File: src/rtl/mux_pkg.sv
// Shared widths and types for the bit-select mux family (8:1 select and 1:8 assemble).
package mux_pkg;

  localparam int WIDTH = 8;
  localparam int SEL_W = 3;

  typedef logic [WIDTH-1:0] byte_t;
  typedef logic [SEL_W-1:0] sel_t;

  localparam byte_t FULL_MASK = '1;

  // Overwrite the positions marked in onehot with the value b, leaving the rest untouched.
  function automatic byte_t merge_bit(input byte_t acc, input byte_t onehot, input logic b);
    return (acc & ~onehot) | ({WIDTH{b}} & onehot);
  endfunction

endpackage

File: src/rtl/deser_demux8_dec3to8.sv
// Combinational one-hot decoder: bit gi of onehot is set when sel equals gi.
module dec3to8
  import mux_pkg::*;
(
  input  sel_t  sel,
  output byte_t onehot
);

  generate
    for (genvar gi = 0; gi < WIDTH; gi++) begin : g_dec
      assign onehot[gi] = (sel == SEL_W'(gi));
    end
  endgenerate

endmodule

File: src/rtl/deser_demux8.sv
// Bit-addressed byte assembler: collects eight selected bit writes into a byte and
// hands it off through a single-entry valid/ready output slot.
module deser_demux8
  import mux_pkg::*;
#(
  parameter int WIDTH = mux_pkg::WIDTH,
  parameter int SEL_W = mux_pkg::SEL_W
) (
  input  logic             clk,
  input  logic             rst,
  input  logic             in_bit,
  input  logic [SEL_W-1:0] in_sel,
  input  logic             in_valid,
  output logic             in_ready,
  output logic [WIDTH-1:0] out_data,
  output logic             out_ovw,
  output logic             out_valid,
  input  logic             out_ready
);

  byte_t acc_reg, acc_next;
  byte_t mask_reg, mask_next;
  logic  ovw_reg, ovw_next;
  byte_t out_data_reg, out_data_next;
  logic  out_ovw_reg, out_ovw_next;
  logic  out_valid_reg, out_valid_next;

  byte_t sel_onehot;
  logic  wr_en;
  logic  slot_free;

  dec3to8 u_dec (
    .sel    (in_sel),
    .onehot (sel_onehot)
  );

  // Input stalls only while a complete byte is parked in acc waiting for the slot.
  assign in_ready  = (mask_reg != FULL_MASK);
  assign wr_en     = in_valid && in_ready;
  assign slot_free = !out_valid_reg || out_ready;

  always_comb begin
    acc_next       = acc_reg;
    mask_next      = mask_reg;
    ovw_next       = ovw_reg;
    out_data_next  = out_data_reg;
    out_ovw_next   = out_ovw_reg;
    out_valid_next = out_valid_reg;

    if (wr_en) begin
      acc_next  = merge_bit(acc_reg, sel_onehot, in_bit);
      mask_next = mask_reg | sel_onehot;
      ovw_next  = ovw_reg | (|(mask_reg & sel_onehot));
    end

    if (out_valid_reg && out_ready) begin
      out_valid_next = 1'b0;
    end

    // Covers both the completing write and a byte already waiting in FULL_WAIT;
    // a load overrides the drain so out_valid stays high across back-to-back bytes.
    if ((mask_next == FULL_MASK) && slot_free) begin
      out_data_next  = acc_next;
      out_ovw_next   = ovw_next;
      out_valid_next = 1'b1;
      acc_next       = '0;
      mask_next      = '0;
      ovw_next       = 1'b0;
    end
  end

  always_ff @(posedge clk) begin
    if (rst) begin
      acc_reg       <= '0;
      mask_reg      <= '0;
      ovw_reg       <= 1'b0;
      out_data_reg  <= '0;
      out_ovw_reg   <= 1'b0;
      out_valid_reg <= 1'b0;
    end else begin
      acc_reg       <= acc_next;
      mask_reg      <= mask_next;
      ovw_reg       <= ovw_next;
      out_data_reg  <= out_data_next;
      out_ovw_reg   <= out_ovw_next;
      out_valid_reg <= out_valid_next;
    end
  end

  assign out_data  = out_data_reg;
  assign out_ovw   = out_ovw_reg;
  assign out_valid = out_valid_reg;

endmodule

File: config.mk
export PLATFORM = sky130hd
export DESIGN_NAME = deser_demux8
export DESIGN_NICKNAME = d
export VERILOG_FILES = /design/src/rtl/mux_pkg.sv /design/src/rtl/deser_demux8_dec3to8.sv /design/src/rtl/deser_demux8.sv
export SDC_FILE = /design/constraint.sdc
export NUM_CORES = 1
export LEC_CHECK = 0
export CAP_MARGIN = 30
export CORE_ASPECT_RATIO = 1.2
export CORE_UTILIZATION = 53
export CTS_BUF_LIST = sky130_fd_sc_hd__clkbuf_16
export DETAILED_ROUTE_END_ITERATION = 10
export PLACE_DENSITY = 0.9
export SYNTH_ARGS = -nofsm -noshare
export SYNTH_HDL_FRONTEND = slang
export SYNTH_SLANG_ARGS = --single-unit
export TNS_END_PERCENT = 30
File: constraint.sdc
create_clock -name clk -period 2.3 [get_ports clk]
set_clock_uncertainty 0.2 [all_clocks]
set_input_delay 0.23 -clock clk [delete_from_list [all_inputs] [get_ports clk]]
set_output_delay 0.23 -clock clk [all_outputs]
set_load 0.1 [all_outputs]
# Word level (Yosys, flattened, before mapping)
# Index checks and enable logic that the tools add are counted.
[classes]
eq_ne = 9
mux = 5
bitwise_logic = 7
n_reduce_logical = 9
[ops]
columns = ["op", "n"]
rows = [
  ["8-bit AND", 3],
  ["8-bit 2-to-1 mux", 2],
  ["8-bit OR", 2],
  ["3-bit == test (second input constant)", 4],
  ["8-bit == test (second input constant)", 1],
  ["8-bit != test (second input constant)", 1],
  ["8-bit inverter", 1],
  ["8-bit OR reduction", 1],
  ["3-bit by 2-bit == test with 1-bit output (second input constant)", 2],
  ["3-bit by 1-bit == test with 1-bit output (second input constant)", 1],
  ["1-bit logical AND", 3],
  ["3-bit logical NOT", 1],
  ["1-bit 2-to-1 mux", 3],
  ["2-bit nonzero test", 1],
  ["2-bit OR reduction", 1],
  ["1-bit logical NOT", 1],
  ["1-bit logical OR", 1],
  ["1-bit OR", 1],
]
[word_totals]
register_bits = 27
in_bits = 8
out_inout_bits = 11

# Depth between registers and ports, before layout
# Gate-level depths: netlist (run 1).
[logic_depth]
word_depth = 6
ltp_mapped = 7

# Cells and area by module
# Synthesis (run 1) repeated with hierarchy kept, for this count alone.
[hier_totals]
cells_unflattened = 122
area_unflattened_um2 = 1238.7
[modules_own_cells]
columns = ["module", "instances", "cells_each", "area_each_um2", "seq_area_each_um2"]
rows = [
  ["deser_demux8", 1, 114, 1173.6, 540.5],
  ["dec3to8", 1, 8, 65.1, 0.0],
]

# Worst setup path before layout (run 1)
# OpenSTA, ideal clock, no wires.
[synth_path]
kind = "register to register"
start = "reg out_valid_reg, in the netlist out_valid"
end = "reg ovw_reg"
setup_time_ns = 0.068
arrival_time_ns = 1.748
t_required_ns = 2.032
setup_slack_ns = 0.284
path_stages_with_launch = 6
n_path_buf = 2
synth_period_minus_slack_ns = 2.016
path_cell_list = "dfxtp_1 > nand2b_1 > buf_2 > a31o_2 > buf_4 > nor2_1"
[synth_between]
elab_chain_len = 4
[synth_rtl]
columns = ["item", "line", "text"]
rows = [
  ["start, declared", "deser_demux8.sv:26", "logic out_valid_reg, out_valid_next;"],
  ["start signal, assigned", "deser_demux8.sv:86", "out_valid_reg <= out_valid_next;"],
  ["1-bit logical NOT", "deser_demux8.sv:40", "assign slot_free = !out_valid_reg || out_ready;"],
  ["1-bit logical OR", "deser_demux8.sv:40", ""],
  ["1-bit logical AND", "deser_demux8.sv:62", "if ((mask_next == FULL_MASK) && slot_free) begin"],
  ["2-bit OR reduction (no source line)", "--", ""],
  ["end signal, assigned", "deser_demux8.sv:83", "ovw_reg <= ovw_next;"],
  ["end, declared", "deser_demux8.sv:23", "logic ovw_reg, ovw_next;"],
]
# No other way between the ends.
# A chain may end at the register's enable or synchronous reset.

# Worst setup path after layout (run 1)
[layout_path]
start = "in in_sel[1]"
end = "reg out_data_reg[7], in the netlist out_data[7]"
[layout_between]
elab_chain_len = 5
elab_cells_between_ends = 17
[layout_rtl]
columns = ["item", "line", "text"]
rows = [
  ["start, declared", "deser_demux8.sv:12", "input logic [SEL_W-1:0] in_sel,"],
  ["3-bit by 1-bit == test with 1-bit output, or another cell as far along", "deser_demux8_dec3to8.sv:11", "assign onehot[gi] = (sel == SEL_W'(gi));"],
  ["8-bit OR or 8-bit inverter (tied branches)", "deser_demux8.sv:52, mux_pkg.sv:14", ""],
  ["8-bit 2-to-1 mux or 8-bit AND (tied branches)", "deser_demux8.sv:50, mux_pkg.sv:14", ""],
  ["8-bit == test or 8-bit OR (tied branches)", "deser_demux8.sv:62, mux_pkg.sv:14", ""],
  ["1-bit logical AND or 8-bit 2-to-1 mux (tied branches)", "deser_demux8.sv:62, deser_demux8.sv:50", ""],
  ["end signal, assigned", "deser_demux8.sv:84", "out_data_reg <= out_data_next;"],
  ["end, declared", "deser_demux8.sv:24", "byte_t out_data_reg, out_data_next;"],
]
# Several ways; a longest one is shown, not always the timed one.

==> results.md, run 1 <==
* Placement row count at 19
* Area share of the largest cell type after synthesis at 40.2%
* Storage element area at 541 um^2
* Arr. time, crit path at 2.13 ns
* Fin area at 1670 um^2
* Critical R2R Capture: out_data[6]
* Fillers at 170
* Via count at 1247
* Tmin final at 2.17 ns
* Vias in the first global route at 1233
* Clk slew on worst S/H paths at 0.06 ns
* DRT antenna net count at 0
* Hold wc startpoint: ovw_reg
* Hold Path Class: flip-flop to flip-flop
* Initial antenna violation count at 0
* DR pass1 iterations at 4
* Post-synth EDFFs at 0
* Post-DP HPWL at 2.37 mm
* Outcome: finished, final reports clean
* Slew @ Worst Pin at 0.546 ns
* Number of synthesized register bits at 27
* Top area cells in the synthesized netlist: dfxtp_1 40%, mux2_2 6.7%, nor2_1 5.3%, a31oi_1 5.1%, nor2b_1 5.1%
* Post-DR vias/cell at 6.17
* DRT iter0 DRCs at 46
* Netlist Area Pre-Place at 1350 um^2
* Core ar. at 2350 um^2
* CTS Buf Count at 3
* Setup slack, reg-to-reg at 0.21 ns
* DRC at 0
* Largest net degree at the start of global routing at 18
* Hold_buf cts at 0
* Clk buf depth at 2
* Routed length per instance at 16.3 um
* Hold endpoint: ovw_reg
* Die Ht at 57.2 um
* Final hold slack at 0.285 ns
* Worst Reg-to-Reg Cells at 5
* Die area at 2740 um^2
* CP Capture Type: flip-flop
* Setup TNS at 0 ns
* CP required at 2.26 ns
* Startpoint class of the critical path: primary input
* ANT cells at 0
* Post-synth ARST share at 0%
* Starting density of the core at 57.2%
* Yosys warnings at 0
* P_leak at 0.636 nW
* CTS tree: done
* Total congestion overflow at 0
* Clock Tree Root: clkbuf_16
* Layout cells sized above 1 at 25.7%
* Final WL at 3.29 mm
* Fin. Hold Viols at 0
* H-tree lvl count at 1
* Area delta synth->final at 24.3%
* Post-synth top cells: 27 x dfxtp_1, 19 x nor2_1, 11 x a31oi_1, 11 x nor2b_1
* Final period util at 94.5%
* Global-route wire length before repair at 5.37 mm
* VDD IR max at 0.516 mV
* Die width at 48.0 um
* PwrDens at 574 nW/um^2
* Max-slew headroom at 62.7%
* I/O Buffers at 18
* Area leader, netlist: dfxtp_1
* Worst Hold Depth at 2
* Synthesized net count at 154
* Placed inst area at 1590 um^2
* Slew Limit Fails at 0
* Worst-skew pair later-pin latency at 0.26 ns
* # clock sinks at 27
* RePlAce Congestion at 0.907
* Main flop type after synthesis: dfxtp_1
* # setup viols final at 0
* F_max at 460 MHz
* Max-cap violations at 0
* CP Max Fanout at 10
* Syn_area_per_cell at 9.21 um^2
* Final #Nets at 180
* Cell with the most instances after synthesis: dfxtp_1
* Count of different cell masters after synthesis at 35
* Seq/Total Area, Yosys at 40.2%
* GRT Overall Usage at 26.9%
* RR Startpoint: mask_reg[2]
* I/O pin count at 19
* Area taken by multi-input logic gates at 731 um^2
* Post-Synthesis Cells at 146
* CP Class: primary input to flip-flop
==> worst max-delay path: stages <==
cell and delay (ns):
clkdlybuf4s50_1 0.53, buf_4 0.22, nor2b_2 0.19, and4b_1 0.28
o21a_1 0.18, buf_4 0.17, a31oi_1 0.09, a211oi_1 0.24
==> final cells by class <==
class	instances	area share, %
multi-input cells	107	43.7
flip-flops and latches	27	32.3
repair buffers	31	16.5
clock buffers	3	4.49
well taps	31	2.32
inverters	2	0.449
clock inverters	1	0.225
==> layer usage <==
metal / vias to the layer above / global-route usage, % / wire [um]
li1: 598 / - / -
met2: 60 / 45.0 / 1700
met4: 0 / 13.5 / 84
met1: 578 / 31.6 / 1340
met3: 11 / 4.43 / 164
met5: - / 0 / 0
==> where the power goes <==
group	leakage (nW)	switching (mW)	internal [mW]
sequential	0.219	0.00755	0.477
clock	0.0423	0.148	0.232
combinational	0.375	0.0461	0.0480
==> timing repair <==
item                                    CTS  global route
gates resized for setup                   0             2
hold endpoints to repair                  0             0
setup buffers                             0             0
endpoints found under the setup margin    0             8
==> stage by stage <==
step	total power, mW	cells	worst slack, ns	utilization (%)
3_3_place_gp	0.582	198	-0.0406	67.4
2_1_floorplan	0.545	146	0.284	-
5_1_grt	0.989	202	-0.0287	71.0
4_1_cts	0.959	202	0.102	70.8
3_5_place_dp	0.585	198	-0.124	67.4
6_report	0.959	202	0.127	71.0
==> cells in the final DEF (no fill, tap or decap) <==
cell type,n
o2111ai_1,2
a41oi_1,1
a31o_2,1
nand2b_1,1
clkdlybuf4s50_1,7
buf_4,22
nor2b_2,1
and4b_1,4
nor3_1,8
a2111oi_0,1
and4_1,1
inv_1,3
a22o_1,1
or3_1,1
a211oi_1,2
nand2_1,4
a21oi_1,2
nor2b_1,10
o211ai_1,2
nand4_1,2
nor4_1,7
o21ai_1,2
mux2i_1,4
or2_2,1
o21ai_2,1
dfxtp_1,27
buf_12,2
nor4b_2,1
a31oi_1,11
clkbuf_16,3
and4bb_2,2
o21ai_0,3
nor2_1,19
mux2_2,8
a22oi_2,1
o21a_1,2
o41ai_2,1
==> worst max path at each step <==
stage | from | slack [ns] | endpoint | depth (start not counted)
2_1_floorplan | out_valid | 0.28 | ovw_reg | 5
3_3_place_gp | in_sel[0] | -0.04 | out_ovw | 7
3_5_place_dp | in_valid | -0.12 | out_data[7] | 7
4_1_cts | in_valid | 0.10 | out_data[7] | 7
5_1_grt | in_sel[1] | -0.03 | out_data[7] | 8
6_report | in_sel[1] | 0.13 | out_data[7] | 8
==> cell families (layout without fill, tap and decap cells) <==
family	Yosys count	after routing	synth area share [%]
flip-flops	27	27	40.2
AO/OA/AOI/OAI	33	33	17.5
multiplexers	12	12	9.67
buffers and inverters	12	37	5.95
AND/OR/NAND/NOR	62	62	26.7
Note: power is estimated with default switching activity, not from simulation.
==> inputs of run 2 (changes only) <==
--- a/config.mk
+++ b/config.mk
@@ -7,10 +7,10 @@
 export LEC_CHECK = 0
 export CAP_MARGIN = 30
 export CORE_ASPECT_RATIO = 1.2
-export CORE_UTILIZATION = 53
+export CORE_UTILIZATION = 57
 export CTS_BUF_LIST = sky130_fd_sc_hd__clkbuf_16
 export DETAILED_ROUTE_END_ITERATION = 10
-export PLACE_DENSITY = 0.9
+export PLACE_DENSITY = 0.95
 export SYNTH_ARGS = -nofsm -noshare
 export SYNTH_HDL_FRONTEND = slang
 export SYNTH_SLANG_ARGS = --single-unit
==> constraint.sdc (replaced) <==
create_clock -name clk -period 2.77 [get_ports clk]
set_clock_uncertainty 0.2 [all_clocks]
set_input_delay 0.277 -clock clk [delete_from_list [all_inputs] [get_ports clk]]
set_output_delay 0.277 -clock clk [all_outputs]
set_load 0.1 [all_outputs]
==> results.md, run 2 (synthesis gave the netlist of run 1 again) <==
* ANT cells at 0 (unchanged)
* Clock Tree Root: clkbuf_16 (unchanged)
* Startpoint class of the critical path: primary input (unchanged)
* I/O Buffers at 18 (unchanged)
* Fillers at 158 (was 170)
* Die Ht at 55.2 um (was 57.2 um)
* CTS resizes at 0 (unchanged)
* Worst-path cell chain: clkdlybuf4s50_1 > nor2b_1 > and4b_1 > o21ai_1 > nor3_1 > a211oi_1 (was clkdlybuf4s50_1 > buf_4 > nor2b_2 > and4b_1 > o21a_1 > buf_4 > a31oi_1 > a211oi_1)
* Fin. Hold Viols at 0 (unchanged)
* CP Capture Type: flip-flop (unchanged)
* PwrDens at 505 nW/um^2 (was 574 nW/um^2)
* Routed length per instance at 16.9 um (was 16.3 um)
* DRC at 0 (unchanged)
* Final hold slack at 0.278 ns (was 0.285 ns)
* VDD IR max at 0.383 mV (was 0.516 mV)
* DR pass1 iterations at 4 (unchanged)
* # clock sinks at 27 (unchanged)
* Placement row count at 18 (was 19)
* Final #Nets at 171 (was 180)
* Post-DP HPWL at 2.30 mm (was 2.37 mm)
* Area delta synth->final at 17.1% (was 24.3%)
* Largest net degree at the start of global routing at 18 (unchanged)
* Layout cells sized above 1 at 21.0% (was 25.7%)
* Slew Limit Fails at 0 (unchanged)
* DRT antenna net count at 0 (unchanged)
* Slew @ Worst Pin at 0.603 ns (was 0.546 ns)
* Hold Path Class: flip-flop to flip-flop (unchanged)
* P_leak at 0.577 nW (was 0.636 nW)
* Via count at 1225 (was 1247)
* Clk slew on worst S/H paths at 0.07 ns (was 0.06 ns)
* # setup viols final at 0 (unchanged)
* Starting density of the core at 62.9% (was 57.2%)
* Worst Slack Setup Final at 0.300 ns (was 0.127 ns)
* CP Class: primary input to flip-flop (unchanged)
* CP Max Fanout at 15 (was 10)
* Final WL at 3.25 mm (was 3.29 mm)
* CP max stage cell: clkdlybuf4s50_1 (unchanged)
* GRT Overall Usage at 26.9% (about the same)
* Global-route wire length before repair at 5.26 mm (was 5.37 mm)
* CTS tree: done (unchanged)
* Hold_buf cts at 0 (unchanged)
* Tmin final at 2.47 ns
* Max-cap violations at 0 (unchanged)
* CP required at 2.70 ns (was 2.26 ns)
* Die area at 2560 um^2 (was 2740 um^2)
* Die width at 46.3 um (was 48.0 um)
* I/O pin count at 19 (unchanged)
* Commonest non-fill, non-tap cells in the layout: 27 x dfxtp_1, 19 x nor2_1, 15 x buf_4, 11 x nor2b_1, 11 x a31oi_1 (was 27 x dfxtp_1, 22 x buf_4, 19 x nor2_1, 11 x a31oi_1, 10 x nor2b_1)
* RSZ-0062 raised after global routing: no
* H-tree lvl count at 1 (unchanged)
* Core ar. at 2140 um^2 (was 2350 um^2)
* Dpl cells at 188 (was 198)
* Setup TNS at 0 ns (unchanged)
* Most common cell after layout, fill and taps aside: dfxtp_1 (unchanged)
* Clk buf depth at 2 (unchanged)
* Max-slew headroom at 59.7% (was 62.7%)
* Setup WS pre-CTS at 0.0705 ns (was -0.124 ns)
* Post-DR vias/cell at 6.38 (was 6.17)
* Vias in the first global route at 1164 (was 1233)
* Arr. time, crit path at 2.40 ns (was 2.13 ns)
* Post-route insts no fill at 192 (was 202)
* Initial antenna violation count at 0 (unchanged)
* Post-CTS Setup Repair Bufs at 0 (unchanged)
* CTS Buf Count at 3 (unchanged)
* RePlAce Congestion at 0.871 (was 0.907)
* Total congestion overflow at 0 (unchanged)
* Slowest stage delay, CP at 0.81 ns (was 0.53 ns)
* F_max at 405 MHz
* Outcome: finished, final reports clean (unchanged)
* DRT iter0 DRCs at 46 (unchanged)
* Final core occ at 73.6% (was 71.0%)
* Final period util at 89.2%
* Worst-skew pair later-pin latency at 0.26 ns (about the same)
run 2: cell count changes in the layout (fill, tap and decap cells not counted):
| cell | delta |
|---|---|
| buf_4 | -7 |
| inv_1 | -1 |
| buf_12 | -2 |
| clkinvlp_4 | +1 |
| o21ai_2 | -1 |
| nor2b_1 | +1 |
| nor2b_2 | -1 |
| o21ai_1 | +1 |
run 2: stage by stage:
stage               power [mW]  cell area, um^2
floorplan                0.453             1350
global placement         0.471             1490
detailed placement       0.474             1490
CTS                      0.799             1580
global route             0.821             1580
finish                   0.796             1580
run 2: where the power goes:
part	switching, mW	internal [mW]	total [mW]
Combinational	0.0353	0.0296	0.0650
Sequential	0.00607	0.396	0.402
Clock	0.133	0.196	0.329
Total	0.175	0.622	0.796
run 2: final timing paths:
path                from           to  slack (ns)  cells past startpoint
max            in_sel[2]  out_data[7]        0.30                      6
min              ovw_reg      ovw_reg        0.28                      2
max reg2reg  mask_reg[5]  out_data[1]        0.71                      5
min reg2reg      ovw_reg      ovw_reg        0.28                      2
run 2: area by class of cell:
type / instances / area [um^2] / share of cell area [%]
Clock buffer: 3 / 75.1 / 4.77
Clock inverter: 1 / 7.51 / 0.477
Inverter: 2 / 7.51 / 0.477
Multi-Input combinational cell: 107 / 724 / 46.0
Sequential cell: 27 / 541 / 34.3
Tap cell: 30 / 37.5 / 2.38
Timing Repair Buffer: 22 / 183 / 11.6
run 2: layer usage:
metal | share of wire, % | vias up | GRT usage (%) | wire length, um
li1 | - | 582 | - | -
met1 | 43 | 591 | 35.0 | 1410
met2 | 51 | 43 | 43.8 | 1660
met3 | 4.0 | 9 | 3.27 | 130
met4 | 1.7 | 0 | 9.66 | 56
met5 | 0 | - | 0 | 0
run 2: worst max-delay path, delay by kind of cell:
family / cells / cell delay (ns)
and+or+nand+nor: 3 / 0.96
AOI/OAI and AO/OA: 2 / 0.35
buffers and inverters: 1 / 0.81
==> inputs of run 3 (changes only) <==
--- a/config.mk
+++ b/config.mk
@@ -7,10 +7,11 @@
 export LEC_CHECK = 0
 export CAP_MARGIN = 30
 export CORE_ASPECT_RATIO = 1.2
-export CORE_UTILIZATION = 57
-export CTS_BUF_LIST = sky130_fd_sc_hd__clkbuf_16
+export CORE_UTILIZATION = 60
+export CTS_BUF_LIST = sky130_fd_sc_hd__clkbuf_2
 export DETAILED_ROUTE_END_ITERATION = 10
 export PLACE_DENSITY = 0.95
+export RECOVER_POWER = 25
 export SYNTH_ARGS = -nofsm -noshare
 export SYNTH_HDL_FRONTEND = slang
 export SYNTH_SLANG_ARGS = --single-unit
==> results.md, run 3 (synthesis gave the netlist of run 1 again) <==
* PwrDens at 419 nW/um^2 (was 505 nW/um^2)
* Fin. Hold Viols at 0 (unchanged)
* Starting density of the core at 64.2% (was 62.9%)
* I/O pin count at 19 (unchanged)
* Sequential Power Share at 65.1% (was 50.5%)
* F_max at 440 MHz (was 405 MHz)
* DRT iter0 DRCs at 29 (was 46)
* Vias in the first global route at 1109 (was 1164)
* # clock sinks at 27 (unchanged)
* CP required at 2.83 ns (was 2.70 ns)
* Commonest non-fill, non-tap cells in the layout: 27 x dfxtp_1, 19 x nor2_1, 11 x nor2b_1, 11 x a31oi_1, 9 x clkbuf_1 (was 27 x dfxtp_1, 19 x nor2_1, 15 x buf_4, 11 x nor2b_1, 11 x a31oi_1)
* Outcome: finished, final reports clean (unchanged)
* Setup WS pre-CTS at 0.137 ns (was 0.0705 ns)
* Slew @ Worst Pin at 1.18 ns (was 0.603 ns)
* RSZ-0062 raised after global routing: no (unchanged)
* P_leak at 0.518 nW (was 0.577 nW)
* ANT cells at 0 (unchanged)
* Final period util at 82.1% (was 89.2%)
* I/O Buffers at 18 (unchanged)
* Worst-skew pair later-pin latency at 0.37 ns (was 0.26 ns)
* Clk slew on worst S/H paths at 0.22 ns (was 0.07 ns)
* Die Ht at 53.9 um (was 55.2 um)
* Sw Pwr at 155 uW (was 175 uW)
* Max-cap violations at 0 (unchanged)
* Slew Limit Fails at 0 (unchanged)
* Post-DP HPWL at 2.27 mm (was 2.30 mm)
* Area delta synth->final at 9.95% (was 17.1%)
* Initial antenna violation count at 0 (unchanged)
* DRC at 0 (unchanged)
* Via count at 1186 (was 1225)
* Setup TNS at 0 ns (unchanged)
* Worst Slack Setup Final at 0.495 ns (was 0.300 ns)
* Clk buf depth at 2 (unchanged)
* VDD IR max at 0.415 mV (was 0.383 mV)
* Hold Path Class: flip-flop to flip-flop (unchanged)
* Tmin final at 2.28 ns (was 2.47 ns)
* Placement row count at 18 (unchanged)
* Max-slew headroom at 21.8% (was 59.7%)
* Clock power share at 24.6% (was 41.4%)
* DRT antenna net count at 0 (unchanged)
* Startpoint class of the critical path: primary input (unchanged)
* Hold_buf cts at 0 (unchanged)
* Die width at 45.2 um (was 46.3 um)
* Routed length per instance at 15.7 um (was 16.9 um)
* CP Class: primary input to flip-flop (unchanged)
* CTS tree: done (unchanged)
* Global-route wire length before repair at 4.89 mm (was 5.26 mm)
* RePlAce Congestion at 0.916 (was 0.871)
* Final #Nets at 171 (unchanged)
* DR pass1 iterations at 4 (unchanged)
* Die area at 2440 um^2 (was 2560 um^2)
* Most common cell after layout, fill and taps aside: dfxtp_1 (unchanged)
* CP Capture Type: flip-flop (unchanged)
* H-tree lvl count at 1 (unchanged)
* # setup viols final at 0 (unchanged)
* Total congestion overflow at 0 (unchanged)
* Cell internal pwr at 465 uW (was 622 uW)
* CP Max Fanout at 17 (was 15)
* Layout cells sized above 1 at 15.4% (was 21.0%)
* Largest net degree at the start of global routing at 18 (unchanged)
* Post-DR vias/cell at 6.18 (was 6.38)
* Sw frac at 24.9% (was 21.9%)
* Final WL at 3.01 mm (was 3.25 mm)
* Overall power at 619 uW (was 796 uW)
* Clock Tree Root: clkbuf_2 (was clkbuf_16)
* Arr. time, crit path at 2.33 ns (was 2.40 ns)
* CTS resizes at 0 (unchanged)
* CTS Buf Count at 3 (unchanged)
* GRT Overall Usage at 27.5% (was 26.9%)
* Core ar. at 2090 um^2 (was 2140 um^2)
* Post-CTS Setup Repair Bufs at 0 (unchanged)
* Combinational share of power at 10.3% (was 8.2%)
## run 3: cell types whose count changed in the layout (fill, tap and decap cells not counted)
cell	delta
clkinvlp_4	-1
clkbuf_1	+9
clkbuf_16	-3
buf_4	-9
clkbuf_2	+4
## run 3: cell type report
type / instances / area [um^2]
flip-flops and latches: 27 / 541
fillers: 176 / 616
well taps: 30 / 37.5
multi-input cells: 107 / 724
clock buffers: 4 / 20.0
inverters: 2 / 7.51
repair buffers: 22 / 149
## run 3: per-stage QoR
step | hold WS, ns | util [%] | area [um^2] | instances
finish | 0.343 | 70.6 | 1480 | 192
detailed placement | 0.302 | 71.3 | 1490 | 188
floorplan | 0.228 | - | 1350 | 146
global placement | 0.259 | 71.3 | 1490 | 188
CTS | 0.338 | 72.2 | 1510 | 192
global route | 0.375 | 70.6 | 1480 | 192
## run 3: power by group through the flow
| stage | Sequential, mW | Clock, mW | Combinational, mW |
|---|---|---|---|
| finish | 0.404 | 0.152 | 0.0638 |
| global route | 0.405 | 0.164 | 0.0693 |
| CTS | 0.403 | 0.149 | 0.0627 |
| detailed placement | 0.411 | 0 | 0.0624 |
| global placement | 0.410 | 0 | 0.0593 |
| floorplan | 0.408 | 0 | 0.0444 |
## run 3: worst paths after layout
kind | startpoint | end | slack [ns] | depth (start not counted)
max | in_valid | ovw_reg | 0.49 | 6
min | mask_reg[6] | mask_reg[6] | 0.34 | 2
max reg2reg | mask_reg[3] | ovw_reg | 0.74 | 5
min reg2reg | mask_reg[6] | mask_reg[6] | 0.34 | 2
## run 3: critical path: stages
cell	delay (ns)
clkdlybuf4s50_1	0.67
inv_1	0.14
o41ai_2	0.44
o21a_1	0.27
a31o_2	0.41
nor2_1	0.11
## run 3: layer usage
layer	up-vias	track usage, %	part of all wire (%)	routed length [um]
met5	-	0	0	0
met4	0	11.6	1.5	44
met3	7	3.36	3.9	118
met2	36	49.5	52	1570
met1	565	32.3	43	1280
li1	578	-	-	-
==> edit 1: new RTL, settings of run 2 <==
Make the reset (`rst`) asynchronous in one clocked block.
--- a/src/rtl/deser_demux8.sv
+++ b/src/rtl/deser_demux8.sv
@@ -71,3 +71,3 @@
 
-  always_ff @(posedge clk) begin
+  always_ff @(posedge clk or posedge rst) begin
     if (rst) begin
Behaviour: differs if rst is asserted again (counterexample within 10 cycles, from zero or initial values and one cycle with rst high); with rst held inactive, the same outputs for 10 cycles.
==> edit 1 against run 2 <==
  * Setup slack improved by 76 ps
  * Critical endpoint is now out_data[1]
  * Wire length decreased by 19%
  * Sequential cell count unchanged
  * Final area increased by 1.4%
  * Global-route usage decreased by 3.3 points
  * Fmax increased by 3.2%
  * Critical path type unchanged
  * Synthesized area decreased by 0.28%
Power is left out: the tool's default activity adds up to more than one toggle a clock period on the data nets, which glitch-free logic cannot reach.
==> edit 1: results (changes against run 2) <==
clocking:
  root_buffer: "clkbuf_16"
  cts_buffers: 3  # unchanged
  post_cts_buffers: 0  # unchanged
  cts_resized: 0  # unchanged
yosys:
  synth_top_area_cell: "dfrtp_1"
  yosys-top-cells-count: "27 x dfrtp_1, 18 x nor2_1, 16 x mux2i_1"
  async_flop_share_pct: 100  # +100 points
  ys_warn_count: 0  # unchanged
  synth_cell_type_count: 31  # -11%
  ys_seq_area_share_pct: 50.4  # +10 points
  synthTopCellsByArea: "dfrtp_1 50%, mux2i_1 12%, nor2_1 5.0%, buf_6 3.4%, inv_1 2.8%"
  synth_nets: 134  # -13%
worst_setup_path:
  critPathTopFamily: "buffers and inverters"
  crit_slowest_cell: "clkdlybuf4s50_1"
  crit_arrival_ps: 2370  # -30 ps
  max_stage_delay_ps: 600  # -210 ps
  crit_path_max_fanout: 14  # -1
place:
  port_buffers: 18  # unchanged
  dp_hpwl_mm: 1.98  # -14%
  place.gp.congestion: 0.958  # +10%
global_routing:
  grt_first_pass_wirelength_mm: 4.16  # -21%
  grt_max_degree: 28  # +10
  grt.total_usage_pct: 23.7  # -3.3 points
  antenna_found_initial: 0  # unchanged
  grt_pass1_vias: 959  # -18%
sta:
  finalHoldViolations: 0  # unchanged
  slew_headroom_pct: 70.6  # +11 points
hold_path:
  min-delay-path-class: "in2async"
layout:
  drive_gt1_share_pct: 18.4  # -2.6 points
  final_nets: 156  # -8.8%
  fillCellCount: 159  # +0.63%
route:
  wl_per_cell_um: 14.8  # -13%
  dr.first_iter.drc_count: 24  # -48%
  detail_route.vias_per_cell: 5.66  # -11%
run_status:
  status: "complete, no violations"
==> edit 1: cell count changes in the layout (fill, tap and decap cells not counted), sizes merged, moves of 4 or more <==
cell,run 2,this run
dfrtp,0,27
mux2i,4,16
and2,0,4
and4b,4,0
inv,2,11
dfxtp,27,0
nand2,4,10
nor3,8,0
mux2,8,3
nor4,7,0
nor2b,11,3
a31oi,11,1
==> edit 1: stage by stage <==
stage | cells | hold slack (ps) | area, um2 | util [%] | setup WS, ps
final | 177 | 179 | 1600 | 74.6 | 376
after global routing | 177 | 260 | 1600 | 74.6 | 232
after CTS | 177 | 187 | 1600 | 74.6 | 364
after detailed placement | 173 | 319 | 1520 | 70.9 | 111
after global placement | 173 | 303 | 1520 | 70.9 | 263
after floorplan | 126 | 130 | 1340 | - | 717
==> edit 1: cell families after synthesis <==
group	count (synthesis)	share of synthesized area, %
AO/OA/AOI/OAI	18	9.61
multiplexers	19	14.7
AND/OR/NAND/NOR	45	18.1
flip-flops	27	50.4
buffers and inverters	17	7.18
==> edit 1: final cells by class <==
| cell class | instances | area, um2 | area share (%) |
|---|---|---|---|
| well taps | 30 | 37.5 | 2.35 |
| multi-input cells | 82 | 569 | 35.7 |
| clock buffers | 3 | 75.1 | 4.70 |
| inverters | 10 | 37.5 | 2.35 |
| repair buffers | 24 | 198 | 12.4 |
| flip-flops and latches | 27 | 676 | 42.3 |
| clock inverters | 1 | 3.75 | 0.235 |
==> edit 1: worst min-delay path, cell delays in order <==
cell and delay, ps:
clkdlybuf4s50_1 390, inv_1 50, buf_4 310
==> edit 1: final timing paths <==
path	from	end	slack [ps]
hold / removal	rst	out_data[3]	180
setup / recovery	in_sel[2]	out_data[1]	380
max in group asynchronous	rst	mask_reg[1]	1940
setup reg to reg	mask_reg[6]	out_data[1]	890
hold reg to reg	out_data[5]	out_data[5]	320
min in group clk	out_data[5]	out_data[5]	320
==> edit 1: per-layer routing <==
layer	up-vias	global-route usage, %	share of wire, %
met2	45	41.8	51
met1	479	28.6	40
met3	8	3.25	6.5
li1	470	-	-
met4	0	9.80	2.3
met5	-	0	0
==> edit 2: new RTL, settings of run 2 <==
Made on the original files. `WIDTH`: 8 -> 6.
--- a/src/rtl/mux_pkg.sv
+++ b/src/rtl/mux_pkg.sv
@@ -3,3 +3,3 @@
 
-  localparam int WIDTH = 8;
+  localparam int WIDTH = 6;
   localparam int SEL_W = 3;
Interface: changed (resized out_data); port bits go from 19 to 17. No check against the original RTL was run, so the function may have changed too.
==> edit 2 against run 2 <==
  * Final area fell by 16%
  * Sequential cell count fell by 6
  * Register-to-register slack improved by 170 ps
  * Wire length fell by 31%
  * Total power fell by 17%
  * Synthesized area fell by 16%
  * Hold slack improved by 27 ps
  * Combinational power fell by 23%
  * Setup slack improved by 110 ps
  * Fmax rose by 4.6%
  * Non-clock buffer count fell by 6
  * Count of clock-buffer cells in the layout did not move
  * Largest power group unchanged
==> edit 2: results (changes against run 2) <==
sta:
  worst_pin_slew_ps: 897  # +294 ps
yosys:
  ys_seq_area_share_pct: 37.4  # -2.8 points
  synth_nets: 115  # -25%
  synth-compound-area-share_pct: 16.9  # -0.56 points
  synth_cell_type_count: 37  # +5.7%
  yosys-top-cells-count: "21 x dfxtp_1, 9 x nor3_1, 9 x nor3_2"
  synthMuxAreaShare_pct: 9.35  # -0.32 points
  synthTopCellsByArea: "dfxtp_1 37%, nor3_2 8.0%, mux2i_1 5.3%, nor3_1 4.0%, a21oi_1 3.6%"
layout:
  num-multi-input-gates: 78  # -27%
  multi_input_area_um2: 653  # -9.8%
  signal_buffers: 16  # -27%
  final-clk-cell-share_pct: 6.07  # +0.83 points
  sh_seq_area_pct: 31.9  # -2.4 points
  inverters: 1  # -1
  buf_share_pct: 10.4  # -1.2 points
  final_nets: 129  # -25%
  fillCellCount: 130  # -18%
  drive_gt1_share_pct: 30.8  # +9.8 points
  seq_cell_count: 21  # -22%
power:
  peakVddDrop_uv: 365  # -4.6%
  leakagePower_nw: 0.538  # -6.8%
worst_setup_path:
  r2r_slack_ps: 880  # +170 ps
  reg2reg_from: "mask_reg[0]"
  crit_path_max_fanout: 16  # +1
  crit_arrival_ps: 2250  # -150 ps
  max_stage_delay_ps: 690  # -120 ps
hold_path:
  min-delay-path-class: "reg2reg"
global_routing:
  grt_first_pass_wirelength_mm: 3.66  # -31%
  grtUsageMet1_pct: 25.6  # -9.4 points
  grtUsageMet2_pct: 40.5  # -3.3 points
  grt_max_degree: 22  # +4
clocking:
  path_clk_slew_ps: 50  # -20 ps
route:
  drt-total-wl_mm: 2.24  # -31%
  dr.first_iter.drc_count: 22  # -52%
  met1_length_um: 877  # -38%
place:
  dp_slack_ps: 152  # +81.3 ps
  place.gp.congestion: 0.803  # -7.8%
  dp_hpwl_mm: 1.56  # -32%
run_status:
  status: "complete, no violations"
## edit 2: cell types whose count changed after synthesis, moves of 3 or more
cell,run 2,this run
a21oi_1,2,8
a31oi_1,11,0
and4b_1,4,1
dfxtp_1,27,21
mux2_2,8,3
nor2_1,19,7
nor2b_1,11,0
nor3_2,0,9
nor3b_1,0,5
nor4_1,7,0
o21ai_1,3,0
## edit 2: power breakdown
group	internal, mW	total, mW	switching [mW]
logic	0.0235	0.0498	0.0262
registers	0.307	0.312	0.00433
clock network	0.194	0.303	0.109
total	0.525	0.664	0.139
## edit 2: critical path: cells and delay by family
kind            cells  cell delay [ps]
compound gates      3              520
buf+inv             1              690
simple gates        2              750
## edit 2: stage by stage
step | cell area [um2] | hold WS, ps | std cells
after floorplan | 1120 | 153 | 107
after global placement | 1240 | 284 | 135
after detailed placement | 1240 | 291 | 135
after CTS | 1320 | 313 | 139
after global routing | 1320 | 367 | 139
final | 1320 | 305 | 139
